### src/rtl/edac_scrub_ctrl.sv
// Background scrub engine for the EDAC-protected RAM: walks an address window,
// re-reads each word through the decoder, writes back corrected codewords and counts events.
module edac_scrub_ctrl #(
  parameter int DAT_WIDTH    = 16,
  parameter int PAR_WIDTH    = 5,
  parameter int RAM_LOGDEPTH = 8,
  parameter int SCRUB_AMIN   = 0,
  parameter int SCRUB_AMAX   = 255,
  parameter int RD_LAT       = 2,
  parameter int DIV_WDTH     = 20,
  parameter int TMOUT_SET    = 10,
  parameter int CNT_WIDTH    = 8,
  parameter int WRBK_ON      = 1,
  parameter int TMR          = 0
) (
  input  logic                              rClk,
  input  logic                              rst,
  input  logic                              start_scrub,
  input  logic                              stop_scrub,
  input  logic                              rst_timer,
  input  logic                              user_req,
  input  logic                              user_wEn,
  input  logic [RAM_LOGDEPTH-1:0]           user_wA,
  input  logic [DAT_WIDTH+PAR_WIDTH-1:0]    dec_code,
  input  logic                              dec_correctable,
  input  logic                              dec_error,
  input  logic [2:0]                        tmr_inj,
  output logic                              ram_rEn,
  output logic [RAM_LOGDEPTH-1:0]           ram_rA,
  output logic                              ram_wEn,
  output logic [RAM_LOGDEPTH-1:0]           ram_wA,
  output logic [DAT_WIDTH+PAR_WIDTH-1:0]    ram_wD,
  output logic                              now_scrubbing,
  output logic                              tmoutflg,
  output logic                              scrub_done,
  output logic                              scrub_corr,
  output logic [CNT_WIDTH-1:0]              corr_cnt,
  output logic [CNT_WIDTH-1:0]              uncorr_cnt,
  output logic                              lane_mismatch
);

  localparam int CW    = DAT_WIDTH + PAR_WIDTH;
  localparam int LAT_W = $clog2(RD_LAT + 1);
  localparam logic [RAM_LOGDEPTH-1:0] AMIN_A   = RAM_LOGDEPTH'(SCRUB_AMIN);
  localparam logic [RAM_LOGDEPTH-1:0] AMAX_A   = RAM_LOGDEPTH'(SCRUB_AMAX);
  localparam logic [DIV_WDTH-1:0]     TMO_LAST = DIV_WDTH'(TMOUT_SET - 1);

  typedef enum logic [2:0] {
    S_IDLE = 3'd0,
    S_READ = 3'd1,
    S_WAIT = 3'd2,
    S_WRBK = 3'd3,
    S_DONE = 3'd4
  } state_t;

  // All control state lives in one packed record so it can be voted as a flat vector.
  typedef struct packed {
    state_t                  state;
    logic [RAM_LOGDEPTH-1:0] addr;
    logic [LAT_W-1:0]        lat;
    logic [DIV_WDTH-1:0]     timer;
    logic [CNT_WIDTH-1:0]    corr_cnt;
    logic [CNT_WIDTH-1:0]    uncorr_cnt;
    logic                    scrub_corr;
    logic                    coll;
    logic                    tmo;
    logic [CW-1:0]           code;
  } ctx_t;

  localparam int W = $bits(ctx_t);

  ctx_t           cur, nxt, rst_c, inj_c;
  logic [W-1:0]   voted_bits, nxt_bits, rst_bits, inj_bits;
  logic           hit, expire, advance;

  function automatic logic [CNT_WIDTH-1:0] sat_inc(input logic [CNT_WIDTH-1:0] v);
    return (v == '1) ? v : v + CNT_WIDTH'(1);
  endfunction

  always_comb begin
    rst_c       = '0;
    rst_c.state = S_IDLE;
    rst_c.addr  = AMIN_A;
    inj_c         = '0;
    inj_c.addr[0] = 1'b1;
  end

  assign rst_bits = rst_c;
  assign inj_bits = inj_c;
  assign nxt_bits = nxt;
  assign cur      = ctx_t'(voted_bits);
  assign hit      = user_wEn && (user_wA == cur.addr);
  assign expire   = (cur.timer == TMO_LAST) && !rst_timer;

  if (TMR != 0) begin : g_tmr
    logic [W-1:0] lane_q [3];
    logic         mism_q;

    always_ff @(posedge rClk) begin
      for (int unsigned i = 0; i < 3; i++) begin
        if (rst) lane_q[i] <= rst_bits;
        else     lane_q[i] <= nxt_bits ^ (tmr_inj[i] ? inj_bits : '0);
      end
    end

    always_ff @(posedge rClk) begin
      if (rst)
        mism_q <= 1'b0;
      else if (|((lane_q[0] ^ lane_q[1]) | (lane_q[1] ^ lane_q[2])))
        mism_q <= 1'b1;
    end

    assign voted_bits    = (lane_q[0] & lane_q[1]) | (lane_q[1] & lane_q[2]) | (lane_q[0] & lane_q[2]);
    assign lane_mismatch = mism_q;
  end else begin : g_single
    logic [W-1:0] lane_q;
    logic         unused_inj;

    always_ff @(posedge rClk) begin
      if (rst) lane_q <= rst_bits;
      else     lane_q <= nxt_bits;
    end

    assign voted_bits    = lane_q;
    assign lane_mismatch = 1'b0;
    assign unused_inj    = ^tmr_inj;
  end

  always_comb begin
    nxt       = cur;
    nxt.tmo   = 1'b0;
    nxt.timer = '0;
    advance   = 1'b0;
    ram_rEn   = 1'b0;
    ram_rA    = '0;
    ram_wEn   = 1'b0;
    ram_wA    = '0;
    ram_wD    = '0;

    if (stop_scrub && (cur.state != S_IDLE)) begin
      nxt.state = S_IDLE;
      nxt.addr  = AMIN_A;
    end else begin
      case (cur.state)
        S_IDLE: begin
          if (start_scrub || expire) begin
            nxt.state      = S_READ;
            nxt.scrub_corr = 1'b0;
            nxt.tmo        = expire;
          end else begin
            nxt.timer = cur.timer + DIV_WDTH'(1);
          end
        end
        S_READ: begin
          if (!user_req) begin
            ram_rEn   = 1'b1;
            ram_rA    = cur.addr;
            nxt.lat   = LAT_W'(RD_LAT);
            nxt.coll  = hit;
            nxt.state = S_WAIT;
          end
        end
        S_WAIT: begin
          nxt.coll = cur.coll | hit;
          nxt.lat  = cur.lat - LAT_W'(1);
          if (cur.lat == LAT_W'(1)) begin
            if (dec_error)
              nxt.uncorr_cnt = sat_inc(cur.uncorr_cnt);
            if (dec_correctable) begin
              nxt.corr_cnt   = sat_inc(cur.corr_cnt);
              nxt.scrub_corr = 1'b1;
            end
            if (dec_correctable && (WRBK_ON != 0) && !(cur.coll | hit)) begin
              nxt.state = S_WRBK;
              nxt.code  = dec_code;
            end else begin
              advance = 1'b1;
            end
          end
        end
        S_WRBK: begin
          nxt.coll = cur.coll | hit;
          if (!user_req) begin
            // A user write to this address during stalls still cancels the write-back.
            if (!(cur.coll | hit)) begin
              ram_wEn = 1'b1;
              ram_wA  = cur.addr;
              ram_wD  = cur.code;
            end
            advance = 1'b1;
          end
        end
        S_DONE: begin
          nxt.state = S_IDLE;
          nxt.addr  = AMIN_A;
        end
        default: nxt.state = S_IDLE;
      endcase

      if (advance) begin
        if (cur.addr == AMAX_A) begin
          nxt.state = S_DONE;
        end else begin
          nxt.addr  = cur.addr + RAM_LOGDEPTH'(1);
          nxt.state = S_READ;
        end
      end
    end

    if (rst_timer) nxt.timer = '0;
  end

  assign now_scrubbing = (cur.state != S_IDLE);
  assign tmoutflg      = cur.tmo;
  assign scrub_done    = (cur.state == S_DONE) && !stop_scrub;
  assign scrub_corr    = cur.scrub_corr;
  assign corr_cnt      = cur.corr_cnt;
  assign uncorr_cnt    = cur.uncorr_cnt;

endmodule

### config.mk
export PLATFORM = sky130hd
export DESIGN_NAME = edac_scrub_ctrl
export DESIGN_NICKNAME = d
export VERILOG_FILES = /design/src/rtl/edac_scrub_ctrl.sv
export SDC_FILE = /design/constraint.sdc
export NUM_CORES = 1
export LEC_CHECK = 0
export BUFFER_PORTS_ARGS = -buffer_cell sky130_fd_sc_hd__buf_2
export CAP_MARGIN = 10
export CORE_MARGIN = 1
export CORE_UTILIZATION = 48
export CTS_CLUSTER_DIAMETER = 80
export DETAILED_ROUTE_END_ITERATION = 12
export GPL_TIMING_DRIVEN = 1
export PLACE_DENSITY = 0.77
export SYNTH_ARGS = -nofsm -noshare
export SYNTH_HDL_FRONTEND = slang
export SYNTH_SLANG_ARGS = --single-unit
### constraint.sdc
create_clock -name rClk -period 2 [get_ports rClk]
set_clock_uncertainty 0.1 [all_clocks]
set_input_delay 0.2 -clock rClk [delete_from_list [all_inputs] [get_ports rClk]]
set_output_delay 0.2 -clock rClk [all_outputs]
set_load 0.01 [all_outputs]
==> out/results.ini <==
[status]
violations=setup timing
status=finished, violations left

[setup_path]
critPathLaunchType=flop
cp_max_fo=15
cp.depth=6
cp_slowest_cell=dfxtp_1
arrival_ps=1850
cp.required_ps=1700
cp-end-kind=output pin
path_buf_inv=2
timing_worst_setup_path_type=flop to output pin
path_cells=nor2b_2, nand2_2, nor4_4, buf_6, and2_1, buf_2
crit_family=simple AND/OR/NAND/NOR gates
reg2regPathDepth=8
max_stage_delay_ps=400

[die]
dieArea_um2=8160
fp.dieW_um=90.3
die_y_um=90.3
fp-row-count=31
core_um2=7410
initial_core_util_pct=50.5
ios=101

[pwr]
power_density_nw_per_um2=588
p_comb_share_pct=10.3
pwr-share-seq_pct=47.5
p_clk_share_pct=42.2
swShare_pct=22.9
power_leakage_uw=0.00220
vdd_drop_max_mv=0.470
power.switching_uw=711
p_int_uw=2390

[detailed_routing]
firstDrtPassIters=4
vias=3594
via_per_inst=5.25
wire_per_inst_um=14.1
drtIter0Drc=116
drc_errors=0
antenna_left=0
wirelength_um=9620

[global_route]
grtUsageTotal_pct=22.4
overflow=0
grt_pass1_wl_um=15000
antenna_found_initial=0
grt_max_degree=42
grt_pass1_vias=3336

[cts]
root_buffer=clkbuf_8
cts.sinks=73
htree_levels=3
cts_buffer_depth=2
clk_pin_slew_ps=80
clk_latency_ps=340
cts_tree=done
cts_buffers=9

[logic_synthesis]
synth_edf_count=0
synth.largest_area_cell=dfxtp_1
ys.flop_type=dfxtp_1
postSynthCellCount=438
async_flop_share_pct=0
ys_ff_latch=73
avgSynthCellArea_um2=8.55
synth_cell_types=55
synthTopCellsByArea=dfxtp_1, nor2_1, mux2i_1
synth_top_area_share_pct=39.0
synth_fp_nets=485
synth_warnings=0
ys_seq_area_share_pct=39.0
netlist_area_um2=3740

[timing]
period_needed_ps=2150
finalSetupTns_ps=-4010
setup_ws_ps=-150
rsz0062_at_grt=true
max_freq_mhz=465
period_share_pct=107
hold_viol=0
setup_viol=55
slew_viol_final=0

[final_layout]
largest_reg_flops=73
nets=627
num_antenna_cells=0
syn2layout_area_growth_pct=40.8
mostFrequentLayoutCell=buf_2
drive_above_1_share_pct=38.6
final_cell_mix=buf_2, nor2_1, dfxtp_1, buf_4, and2_1

[placed_design]
dpl.hpwl_um=5900
pre_cts_ws_ps=-28.4
io_buffers=96
globalplace.congestion=0.833

[min_path]
holdCritPathClass=input pin to flop
hold_depth=3

[job]
maxCapViolations=0

## final timing paths
kind,to,slack [ps],startpoint
setup / recovery,ram_wD[1],-150,cur[72]$_SDFFE_PP0P_
hold / removal,cur[19]$_SDFFE_PP0P_,20,dec_code[19]
setup reg to reg,cur[66]$_SDFF_PP0_,-100,cur[62]$_SDFF_PP0_
hold reg to reg,cur[61]$_SDFFE_PP0P_,370,cur[61]$_SDFFE_PP0P_
## tightest hold or removal path: cells and delay by family
kind                   cells  cell delay [ps]
buffers and inverters      1               80
and+or+nand+nor            1               80
muxes                      1               60
## Yosys cell counts, types with 2 or more instances
cell,count
nor3_2,3
mux2i_1,24
nor3b_1,2
and3_1,9
nand3b_1,2
dfxtp_1,73
nand2_1,22
clkbuf_1,11
and2_1,38
buf_2,4
inv_1,5
or3b_2,4
o21ai_0,4
nand4b_1,2
a21oi_1,6
buf_4,19
o31a_1,2
a31oi_1,7
nor4_1,5
ha_1,6
xor2_1,20
nand3_1,18
nor3_1,8
or3_1,6
nor4b_1,2
xnor2_1,17
nor2b_1,2
o211ai_1,2
nand2b_1,2
nor2_1,77
nand4_1,12
## final cells by class
| cell class | instances | area [µm²] |
|---|---|---|
| clock buffer | 12 | 155 |
| clock inverter | 4 | 75.1 |
| fill | 548 | 2140 |
| inverter | 5 | 18.8 |
| multi-input combinational | 325 | 2240 |
| sequential | 73 | 1480 |
| tap | 99 | 124 |
| timing repair buffer | 166 | 1180 |
## cells by family after synthesis
| logic type | after synthesis | share of synthesized area (%) |
|---|---|---|
| mux | 24 | 6.42 |
| flops | 73 | 39.0 |
| xor+xnor | 37 | 8.66 |
| buf+inv | 40 | 6.05 |
| simple gates | 223 | 31.4 |
| other cells | 1 | 0.100 |
| fa+ha+maj | 6 | 2.01 |
| compound gates | 34 | 6.32 |
## power by group through the flow
stage                     registers, µW  clock network (µW)  logic [µW]
after floorplan                    1500                   0         140
after global routing               1470                1400         343
after detailed placement           1510                   0         240
after global placement             1510                   0         233
final                              1470                1310         318
after CTS                          1470                1340         290
## metrics by stage
step / hold slack [ps] / utilization (%) / std cells / area (µm²) / total power [µW]
finish: 17.3 / 71.2 / 684 / 5270 / 3100
global route: 4.29 / 71.2 / 684 / 5270 / 3220
CTS: 0.735 / 67.0 / 668 / 4970 / 3100
detailed placement: 339 / 59.9 / 634 / 4430 / 1750
global placement: 337 / 59.9 / 634 / 4430 / 1740
floorplan: 247 / - / 438 / 3740 / 1640
## timing repair
item                                   CTS  global route
hold buffers                            12             0
pin swaps                               16             9
buffers inserted                         3            12
cloned                                   3             4
setup endpoints to repair               41            78
endpoints found under the hold margin   12             0
gates resized for setup                 38            45
## routing by layer
| metal | share of wire (%) | track usage (%) | vias up |
|---|---|---|---|
| li1 | - | - | 1770 |
| met1 | 44 | 27.3 | 1703 |
| met2 | 50 | 38.6 | 115 |
| met3 | 5.0 | 6.48 | 6 |
| met4 | 0.55 | 5.38 | 0 |
| met5 | 0 | 0 | - |
Power figures use the tool's default switching activity.
